===== src/rtl/csr_unit_pkg.sv =====
// Shared CSR addresses, funct3 encodings and mstatus/mip bit positions for the
// machine-mode CSR unit and its counters.
package csr_unit_pkg;

    localparam logic [2:0] FUNCT3_CSRRW  = 3'b001;
    localparam logic [2:0] FUNCT3_CSRRS  = 3'b010;
    localparam logic [2:0] FUNCT3_CSRRC  = 3'b011;
    localparam logic [2:0] FUNCT3_CSRRWI = 3'b101;
    localparam logic [2:0] FUNCT3_CSRRSI = 3'b110;
    localparam logic [2:0] FUNCT3_CSRRCI = 3'b111;

    localparam logic [11:0] CSR_MSTATUS       = 12'h300;
    localparam logic [11:0] CSR_MIE           = 12'h304;
    localparam logic [11:0] CSR_MTVEC         = 12'h305;
    localparam logic [11:0] CSR_MCOUNTINHIBIT = 12'h320;
    localparam logic [11:0] CSR_MSCRATCH      = 12'h340;
    localparam logic [11:0] CSR_MEPC          = 12'h341;
    localparam logic [11:0] CSR_MCAUSE        = 12'h342;
    localparam logic [11:0] CSR_MTVAL         = 12'h343;
    localparam logic [11:0] CSR_MIP           = 12'h344;
    localparam logic [11:0] CSR_MCYCLE        = 12'hB00;
    localparam logic [11:0] CSR_MINSTRET      = 12'hB02;
    localparam logic [11:0] CSR_MHPMCOUNTER3  = 12'hB03;
    localparam logic [11:0] CSR_MCYCLEH       = 12'hB80;
    localparam logic [11:0] CSR_MINSTRETH     = 12'hB82;
    localparam logic [11:0] CSR_MHPMCOUNTER3H = 12'hB83;
    localparam logic [11:0] CSR_MHARTID       = 12'hF14;

    localparam int          MSTATUS_MIE_BIT  = 3;
    localparam int          MSTATUS_MPIE_BIT = 7;
    localparam logic [31:0] MSTATUS_MPP      = 32'h0000_1800;
    localparam int          MIP_MSIP_BIT     = 3;
    localparam int          MIP_MTIP_BIT     = 7;
    localparam int          MIP_MEIP_BIT     = 11;
    localparam logic [31:0] MIE_MASK         = 32'h0000_0888;

    // mcountinhibit: CY (bit 0), IR (bit 2) and one bit per implemented hpm counter.
    function automatic logic [31:0] inhibit_mask(input int num_hpm);
        inhibit_mask = 32'h0000_0005 | (((32'h1 << num_hpm) - 32'h1) << 3);
    endfunction

endpackage


===== src/rtl/csr_unit_if.sv =====
// CSR instruction request/response channel between the pipeline and csr_unit.
interface csr_unit_if;
    import csr_unit_pkg::*;

    // No backpressure: every cycle with req_valid_i high is one accepted
    // instruction, answered by exactly one resp_valid_o pulse one cycle later.
    logic        req_valid_i;
    logic [2:0]  req_op_i;
    logic [11:0] req_addr_i;
    logic [4:0]  req_rs1_i;
    logic [31:0] req_src_i;
    logic        resp_valid_o;
    logic [31:0] resp_rdata_o;
    logic        resp_illegal_o;

    modport master (
        output req_valid_i, req_op_i, req_addr_i, req_rs1_i, req_src_i,
        input  resp_valid_o, resp_rdata_o, resp_illegal_o
    );

    modport slave (
        input  req_valid_i, req_op_i, req_addr_i, req_rs1_i, req_src_i,
        output resp_valid_o, resp_rdata_o, resp_illegal_o
    );

endinterface


===== src/rtl/csr_unit_counter.sv =====
// 64-bit event counter with inhibit and independently writable 32-bit halves.
module csr_counter
    import csr_unit_pkg::*;
(
    input  logic        clk_i,
    input  logic        rst_ni,
    input  logic        inhibit_i,
    input  logic        inc_i,
    input  logic        wr_lo_i,
    input  logic        wr_hi_i,
    input  logic [31:0] wdata_i,
    output logic [63:0] count_o
);

    // A write to either half wins over the increment; the other half holds.
    always_ff @(posedge clk_i or negedge rst_ni) begin
        if (!rst_ni) begin
            count_o <= '0;
        end else if (wr_lo_i) begin
            count_o[31:0] <= wdata_i;
        end else if (wr_hi_i) begin
            count_o[63:32] <= wdata_i;
        end else if (inc_i && !inhibit_i) begin
            count_o <= count_o + 64'd1;
        end
    end

endmodule


===== src/rtl/csr_unit.sv =====
// Machine-mode CSR file: decode/read-modify-write of CSR instructions, trap
// entry and MRET bookkeeping, interrupt pending, and the hardware counters.
module csr_unit
    import csr_unit_pkg::*;
#(
    parameter int          NUM_HPM     = 4,
    parameter logic [31:0] RESET_MTVEC = 32'h1000_0000,
    parameter logic [31:0] MHARTID     = 32'h0000_0000,
    localparam int         HPM_W       = (NUM_HPM > 0) ? NUM_HPM : 1
) (
    input  logic             clk_i,
    input  logic             rst_ni,
    csr_unit_if.slave        bus,
    input  logic             trap_i,
    input  logic [31:0]      trap_cause_i,
    input  logic [31:0]      trap_pc_i,
    input  logic [31:0]      trap_val_i,
    input  logic             mret_i,
    input  logic             instret_i,
    input  logic [HPM_W-1:0] hpm_event_i,
    input  logic             irq_msip_i,
    input  logic             irq_mtip_i,
    input  logic             irq_meip_i,
    output logic [31:0]      mtvec_o,
    output logic [31:0]      mepc_o,
    output logic             irq_pending_o
);

    localparam int          NUM_CNT      = 3 + NUM_HPM;
    localparam logic [31:0] INHIBIT_MASK = inhibit_mask(NUM_HPM);

    logic        mstatus_mie_q, mstatus_mpie_q;
    logic [31:0] mie_q, mip_q, mtvec_q, mscratch_q, mepc_q, mcause_q, mtval_q;
    logic [31:0] mcountinhibit_q;
    logic [63:0] cnt_q [NUM_CNT];

    logic [31:0] operand, old_val, wr_val, mstatus_rd, cnt_half;
    logic [4:0]  cnt_idx;
    logic        cnt_lo_sel, cnt_hi_sel, cnt_impl;
    logic        op_ok, do_write, legal, csr_we;

    assign cnt_idx    = bus.req_addr_i[4:0];
    assign cnt_lo_sel = (bus.req_addr_i[11:5] == CSR_MCYCLE[11:5]);
    assign cnt_hi_sel = (bus.req_addr_i[11:5] == CSR_MCYCLEH[11:5]);
    // Index 1 is the time CSR, which lives outside this unit.
    assign cnt_impl   = (cnt_idx != 5'd1) && (int'(cnt_idx) < NUM_CNT);

    assign operand  = bus.req_op_i[2] ? {27'd0, bus.req_rs1_i} : bus.req_src_i;
    assign op_ok    = (bus.req_op_i[1:0] != 2'b00);
    assign do_write = (bus.req_op_i[1:0] == 2'b01) || (bus.req_rs1_i != 5'd0);

    always_comb begin
        mstatus_rd                   = MSTATUS_MPP;
        mstatus_rd[MSTATUS_MIE_BIT]  = mstatus_mie_q;
        mstatus_rd[MSTATUS_MPIE_BIT] = mstatus_mpie_q;
    end

    always_comb begin
        cnt_half = '0;
        for (int i = 0; i < NUM_CNT; i++) begin
            if (cnt_idx == 5'(i)) cnt_half = cnt_hi_sel ? cnt_q[i][63:32] : cnt_q[i][31:0];
        end
    end

    always_comb begin
        old_val = '0;
        legal   = op_ok;
        case (bus.req_addr_i)
            CSR_MSTATUS:       old_val = mstatus_rd;
            CSR_MIE:           old_val = mie_q;
            CSR_MIP:           old_val = mip_q;
            CSR_MTVEC:         old_val = mtvec_q;
            CSR_MSCRATCH:      old_val = mscratch_q;
            CSR_MEPC:          old_val = mepc_q;
            CSR_MCAUSE:        old_val = mcause_q;
            CSR_MTVAL:         old_val = mtval_q;
            CSR_MHARTID:       old_val = MHARTID;
            CSR_MCOUNTINHIBIT: old_val = mcountinhibit_q;
            default: begin
                if ((cnt_lo_sel || cnt_hi_sel) && cnt_impl) old_val = cnt_half;
                else                                        legal   = 1'b0;
            end
        endcase
        if (bus.req_addr_i[11:10] == 2'b11 && do_write) legal = 1'b0;
    end

    always_comb begin
        wr_val = operand;
        case (bus.req_op_i[1:0])
            2'b10:   wr_val = old_val | operand;
            2'b11:   wr_val = old_val & ~operand;
            default: wr_val = operand;
        endcase
    end

    // Trap entry and MRET both pre-empt a same-cycle CSR write.
    assign csr_we = bus.req_valid_i && legal && do_write && !trap_i && !mret_i;

    for (genvar i = 0; i < NUM_CNT; i++) begin : g_cnt
        if (i == 1) begin : g_time
            assign cnt_q[i] = '0;
        end else begin : g_real
            logic inc;
            if (i == 0) begin : g_cyc
                assign inc = 1'b1;
            end else if (i == 2) begin : g_ret
                assign inc = instret_i;
            end else begin : g_hpm
                assign inc = hpm_event_i[i-3];
            end
            csr_counter u_counter (
                .clk_i     (clk_i),
                .rst_ni    (rst_ni),
                .inhibit_i (mcountinhibit_q[i]),
                .inc_i     (inc),
                .wr_lo_i   (csr_we && cnt_lo_sel && (cnt_idx == 5'(i))),
                .wr_hi_i   (csr_we && cnt_hi_sel && (cnt_idx == 5'(i))),
                .wdata_i   (wr_val),
                .count_o   (cnt_q[i])
            );
        end
    end

    always_ff @(posedge clk_i or negedge rst_ni) begin
        if (!rst_ni) begin
            mstatus_mie_q   <= 1'b0;
            mstatus_mpie_q  <= 1'b0;
            mie_q           <= '0;
            mip_q           <= '0;
            mtvec_q         <= RESET_MTVEC;
            mscratch_q      <= '0;
            mepc_q          <= '0;
            mcause_q        <= '0;
            mtval_q         <= '0;
            mcountinhibit_q <= '0;
        end else begin
            mip_q <= '0;
            mip_q[MIP_MSIP_BIT] <= irq_msip_i;
            mip_q[MIP_MTIP_BIT] <= irq_mtip_i;
            mip_q[MIP_MEIP_BIT] <= irq_meip_i;
            if (trap_i) begin
                mepc_q         <= {trap_pc_i[31:2], 2'b00};
                mcause_q       <= trap_cause_i;
                mtval_q        <= trap_val_i;
                mstatus_mpie_q <= mstatus_mie_q;
                mstatus_mie_q  <= 1'b0;
            end else if (mret_i) begin
                mstatus_mie_q  <= mstatus_mpie_q;
                mstatus_mpie_q <= 1'b1;
            end else if (csr_we) begin
                case (bus.req_addr_i)
                    CSR_MSTATUS: begin
                        mstatus_mie_q  <= wr_val[MSTATUS_MIE_BIT];
                        mstatus_mpie_q <= wr_val[MSTATUS_MPIE_BIT];
                    end
                    CSR_MIE:           mie_q           <= wr_val & MIE_MASK;
                    CSR_MTVEC:         mtvec_q         <= {wr_val[31:2], 2'b00};
                    CSR_MSCRATCH:      mscratch_q      <= wr_val;
                    CSR_MEPC:          mepc_q          <= {wr_val[31:2], 2'b00};
                    CSR_MCAUSE:        mcause_q        <= wr_val;
                    CSR_MTVAL:         mtval_q         <= wr_val;
                    CSR_MCOUNTINHIBIT: mcountinhibit_q <= wr_val & INHIBIT_MASK;
                    default: ;
                endcase
            end
        end
    end

    always_ff @(posedge clk_i or negedge rst_ni) begin
        if (!rst_ni) begin
            bus.resp_valid_o   <= 1'b0;
            bus.resp_rdata_o   <= '0;
            bus.resp_illegal_o <= 1'b0;
        end else begin
            bus.resp_valid_o   <= bus.req_valid_i;
            bus.resp_illegal_o <= bus.req_valid_i && !legal;
            if (bus.req_valid_i) bus.resp_rdata_o <= legal ? old_val : 32'd0;
        end
    end

    assign mtvec_o       = mtvec_q;
    assign mepc_o        = mepc_q;
    assign irq_pending_o = mstatus_mie_q && |(mie_q & mip_q);

endmodule

===== src/flat_wrapper.sv =====
// flat-port wrapper written by rule: the top's interface ports become plain ports
module csr_unit_flat import csr_unit_pkg::*;
#(
    parameter int          NUM_HPM     = 4,
    parameter logic [31:0] RESET_MTVEC = 32'h1000_0000,
    parameter logic [31:0] MHARTID     = 32'h0000_0000,
    localparam int         HPM_W       = (NUM_HPM > 0) ? NUM_HPM : 1
)
  (clk_i, rst_ni, trap_i, trap_cause_i, trap_pc_i, trap_val_i, mret_i, instret_i, hpm_event_i, irq_msip_i, irq_mtip_i, irq_meip_i, mtvec_o, mepc_o, irq_pending_o, bus_req_valid_i, bus_req_op_i, bus_req_addr_i, bus_req_rs1_i, bus_req_src_i, bus_resp_valid_o, bus_resp_rdata_o, bus_resp_illegal_o);
  csr_unit_if bus_i ();
  input  logic clk_i;
  input  logic rst_ni;
  input  logic trap_i;
  input  logic [31:0] trap_cause_i;
  input  logic [31:0] trap_pc_i;
  input  logic [31:0] trap_val_i;
  input  logic mret_i;
  input  logic instret_i;
  input  logic [HPM_W-1:0] hpm_event_i;
  input  logic irq_msip_i;
  input  logic irq_mtip_i;
  input  logic irq_meip_i;
  output logic [31:0] mtvec_o;
  output logic [31:0] mepc_o;
  output logic irq_pending_o;
  input wire logic [$bits(bus_i.req_valid_i)-1:0] bus_req_valid_i;
  input wire logic [$bits(bus_i.req_op_i)-1:0] bus_req_op_i;
  input wire logic [$bits(bus_i.req_addr_i)-1:0] bus_req_addr_i;
  input wire logic [$bits(bus_i.req_rs1_i)-1:0] bus_req_rs1_i;
  input wire logic [$bits(bus_i.req_src_i)-1:0] bus_req_src_i;
  output wire logic [$bits(bus_i.resp_valid_o)-1:0] bus_resp_valid_o;
  output wire logic [$bits(bus_i.resp_rdata_o)-1:0] bus_resp_rdata_o;
  output wire logic [$bits(bus_i.resp_illegal_o)-1:0] bus_resp_illegal_o;
  assign bus_i.req_valid_i = bus_req_valid_i;
  assign bus_i.req_op_i = bus_req_op_i;
  assign bus_i.req_addr_i = bus_req_addr_i;
  assign bus_i.req_rs1_i = bus_req_rs1_i;
  assign bus_i.req_src_i = bus_req_src_i;
  assign bus_resp_valid_o = bus_i.resp_valid_o;
  assign bus_resp_rdata_o = bus_i.resp_rdata_o;
  assign bus_resp_illegal_o = bus_i.resp_illegal_o;
  csr_unit #(.NUM_HPM(NUM_HPM), .RESET_MTVEC(RESET_MTVEC), .MHARTID(MHARTID)) u_core (.clk_i(clk_i), .rst_ni(rst_ni), .bus(bus_i), .trap_i(trap_i), .trap_cause_i(trap_cause_i), .trap_pc_i(trap_pc_i), .trap_val_i(trap_val_i), .mret_i(mret_i), .instret_i(instret_i), .hpm_event_i(hpm_event_i), .irq_msip_i(irq_msip_i), .irq_mtip_i(irq_mtip_i), .irq_meip_i(irq_meip_i), .mtvec_o(mtvec_o), .mepc_o(mepc_o), .irq_pending_o(irq_pending_o));
endmodule

===== config.mk =====
export PLATFORM = sky130hd
export DESIGN_NAME = csr_unit_flat
export DESIGN_NICKNAME = d
export VERILOG_FILES = /design/src/rtl/csr_unit_pkg.sv /design/src/rtl/csr_unit_if.sv /design/src/rtl/csr_unit_counter.sv /design/src/rtl/csr_unit.sv /design/src/flat_wrapper.sv
export SDC_FILE = /design/constraint.sdc
export NUM_CORES = 2
export LEC_CHECK = 0
export ABC_CLOCK_PERIOD_IN_PS = 4050
export CORE_MARGIN = 3
export CORE_UTILIZATION = 41
export DETAILED_ROUTE_END_ITERATION = 6
export HOLD_SLACK_MARGIN = 0.02
export PLACE_DENSITY = 0.67
export SYNTH_ARGS = -nofsm -noshare
export SYNTH_HDL_FRONTEND = slang
export SYNTH_SLANG_ARGS = --single-unit

===== constraint.sdc =====
create_clock -name clk_i -period 4.05 [get_ports clk_i]
set_clock_uncertainty 0.15 [all_clocks]
set_input_delay 0.81 -clock clk_i [delete_from_list [all_inputs] [get_ports clk_i]]
set_output_delay 0.81 -clock clk_i [all_outputs]
set_load 0.03 [all_outputs]

==> impl_metrics.yaml <==
sta:
  hold_viol: 0
  layout_min_cycle_time_ns: 4.100
  drv_slew: 0
  worst_slack_ns: -0.05021
  slew_headroom_pct: 20.43
  max_freq_mhz: 243.9
  worst_pin_slew_ns: 1.183
  fin_tns_setup_ns: -0.3544
  fin_crit_sh_pct: 101.2
  setup_violations: 24
synthesis:
  syn_area_sq_mm: 0.03665
  synth-edff-count: 0
  yosysMostFrequentCell: "dfrtp_1"
  dominantRegCellSynth: "dfrtp_1"
  async_reset_ff_share_pct: 100.0
  synth.avg_cell_area_sq_um: 8.380
  yosys.area.top_type: "dfrtp_1"
  synth_common_cells: "587 x dfrtp_1, 430 x nand2_1, 426 x a21oi_1"
  ys_ff_latch: 588
  ys_warn_count: 0
  yosys-top-cells-area: "dfrtp_1 40%, a21oi_1 5.8%, nand2_1 4.4%"
  synth_top_area_share_pct: 40.08
  syn_inst: 4374
  yosysSeqAreaShare_pct: 40.15
  synth_cell_types: 102
floorplan:
  die_w_um: 305.0
  die_h_um: 305.0
  die_area_sq_mm: 0.09302
  core-area_sq_mm: 0.08851
  rows: 109
  start_util_pct: 41.41
  ios: 260
final_layout:
  finalCoreUtilization_pct: 54.86
  fin_area_sq_mm: 0.04856
  regArea_sq_mm: 0.01472
  syn2layout_area_growth_pct: 32.48
  fill_cells: 8161
  multiInputGateArea_sq_mm: 0.02060
  final_layout_size_suffix_gt1_share_pct: 18.59
  fin_nets: 5251
worst_setup_path:
  crit_path_end_kind: "register"
  r2r_end: "u_core.g_cnt[2].g_real.u_counter.count_o[60]"
  crit_type: "primary input to register"
  critPathMaxFanout: 34
  ff2ff_path_depth: 8
  r2r-start: "u_core.g_cnt[2].g_real.u_counter.count_o[35]"
  cp.arrival_ns: 4.48
  worstPathRequired_ns: 4.43
  r2r_slack_ns: 0.51
  startpoint_type: "primary input"
routing:
  wl_per_cell_um: 30.14
  ant_nets: 0
  viasPerCell: 6.536
  drt-total-wl_mm: 190.1
  drtIter0Drc: 5944
  vias: 41220
  drc_errors: 1
  drt_pre_antenna_iters: 7
power_and_ir_drop:
  ir_drop_mv: 0.2940
  powerDensity_mw_per_mm2: 334.5
  p_leak_nw: 20.39
clock_network:
  clock_latency_ns: 0.66
  cts_sinks: 588
  path_clk_slew_ns: 0.06
  cts_max_level: 3
  cts_buffer_depth: 3
  clockRootBuffer: "clkbuf_16"
  cts_tree: "done"
  cts_buffers: 71
global_route:
  grt_pass1_wl_mm: 272.3
  grt_antenna_before_repair: 8
  grt_use_total_pct: 39.70
  grt_overflow: 0
  grt_pass1_vias: 38340
  grt_max_degree: 86
placed_design:
  placedInstanceArea_sq_mm: 0.04599
  portBuffers: 253
  gp_congestion: 1.090
  dp_hpwl_mm: 143.1
run_status:
  violations: "design-rule violations, negative setup slack"
  status: "finished, violations left"
hold_path:
  hold_class: "primary input to async pin"
flow_run:
  drv_cap: 0
[per-stage QoR]
| stage | setup WS, ns | cells | power [W] | hold slack [ns] |
|---|---|---|---|---|
| 5_1_grt | -0.002391 | 6302 | 0.01666 | 0.1144 |
| 6_report | -0.05021 | 6307 | 0.01624 | 0.08042 |
| 4_1_cts | 0.005682 | 6301 | 0.01616 | 0.09264 |
| 3_5_place_dp | -0.9392 | 6175 | 0.009307 | 0.3169 |
| 2_1_floorplan | 0.3384 | 4377 | 0.007686 | 0.2953 |
| 3_3_place_gp | -0.9400 | 6175 | 0.009280 | 0.3110 |
[logic make-up after synthesis]
group | after synthesis | share of synthesized area, %
AND/OR/NAND/NOR | 1634 | 22.28
AO/OA/AOI/OAI | 1377 | 23.30
flip-flops | 588 | 40.15
buffers and inverters | 410 | 4.670
XOR/XNOR | 190 | 4.540
multiplexers | 168 | 4.840
adder cells (fa/ha/maj) | 6 | 0.2048
other | 1 | 0.01023
[placed cells by master, fill, tap and decap left out, types with 48 or more instances in the layout]
cell type        synthesis  layout
a211oi_1                48      48
a21oi_1                426     417
a22oi_1                 99      99
and3_1                 111     111
buf_12                   0      92
buf_4                   13     619
clkbuf_16                0      71
clkdlybuf4s50_1          0     247
dfrtp_1                587     587
inv_1                   80      80
mux2i_1                148     145
nand2_1                430     427
nand3_1                212     212
nand4_1                112     112
nor2_1                 343     337
nor2b_1                 51      51
nor3_1                 117     107
nor4_1                  54      51
o21ai_0                316     316
o21ai_1                 63      63
o22ai_1                103     102
xnor2_1                128     128
xor2_1                  62      62
[what timing repair did]
action / in CTS / in global routing
pin swaps: 0 / 3
buffers inserted: 0 / 1
endpoints found under the setup margin: 123 / 117
hold buffers: 0 / 0
gates resized for setup: 5 / 16
[layout make-up]
class / instances / area share, %
antenna: 5 / 0.02577
multi-input combinational: 3379 / 42.42
clock inverter: 31 / 1.013
inverter: 80 / 0.6184
timing repair buffer: 964 / 18.56
sequential: 588 / 30.30
clock buffer: 95 / 4.051
tap: 1165 / 3.002
[critical path, stage by stage]
cell             delay, ns
clkdlybuf4s50_1       0.55
or3b_4                0.54
nor2_4                0.18
buf_4                 0.15
buf_12                0.22
mux2_2                0.41
a2111oi_2             0.59
buf_4                 0.21
a211oi_1              0.08
nor2_2                0.22
buf_12                0.24
o2bb2ai_1             0.14
a21oi_1               0.08
[layer usage]
| metal | routed length (um) | GRT usage (%) |
|---|---|---|
| met5 | 53 | 0 |
| met4 | 15470 | 26.10 |
| met3 | 24260 | 12.41 |
| met2 | 77220 | 56.10 |
| met1 | 73110 | 52.18 |
[report_power, final]
part | total [W] | internal, W | leakage, nW | switching, W
Clock | 0.00691 | 0.00404 | 1.20 | 0.00287
Combinational | 0.00266 | 0.00109 | 11.5 | 0.00157
Sequential | 0.00668 | 0.00619 | 7.64 | 0.000487
Total | 0.0162 | 0.0113 | 20.4 | 0.00493
[state kept, by name, summed over array words and instances (netlist names)]
name,count
u_core.bus.resp_illegal_o,1
u_core.bus.resp_rdata_o,32
u_core.bus.resp_valid_o,1
u_core.g_cnt.g_real.u_counter.count_o,384
u_core.mcause_q,32
u_core.mcountinhibit_q,6
u_core.mepc_o,30
u_core.mie_q,3
u_core.mip_q,3
u_core.mscratch_q,32
u_core.mstatus_mie_q,1
u_core.mstatus_mpie_q,1
u_core.mtval_q,32
u_core.mtvec_o,30
[worst max-delay path by stage]
stage / from / endpoint / slack, ns / cells after the start
after floorplan: bus_req_addr_i[6] / u_core.g_cnt[2].g_real.u_counter.count_o[47] / 0.34 / 13
after global placement: bus_req_addr_i[10] / u_core.g_cnt[6].g_real.u_counter.count_o[43] / -0.94 / 13
after detailed placement: bus_req_addr_i[10] / u_core.g_cnt[6].g_real.u_counter.count_o[43] / -0.94 / 13
after CTS: bus_req_addr_i[10] / u_core.g_cnt[6].g_real.u_counter.count_o[57] / 0.006 / 13
after global routing: bus_req_addr_i[10] / u_core.mcause_q[7] / -0.002 / 13
final: bus_req_addr_i[10] / u_core.g_cnt[6].g_real.u_counter.count_o[43] / -0.05 / 13
No activity file was read; power rests on OpenSTA's default activity.
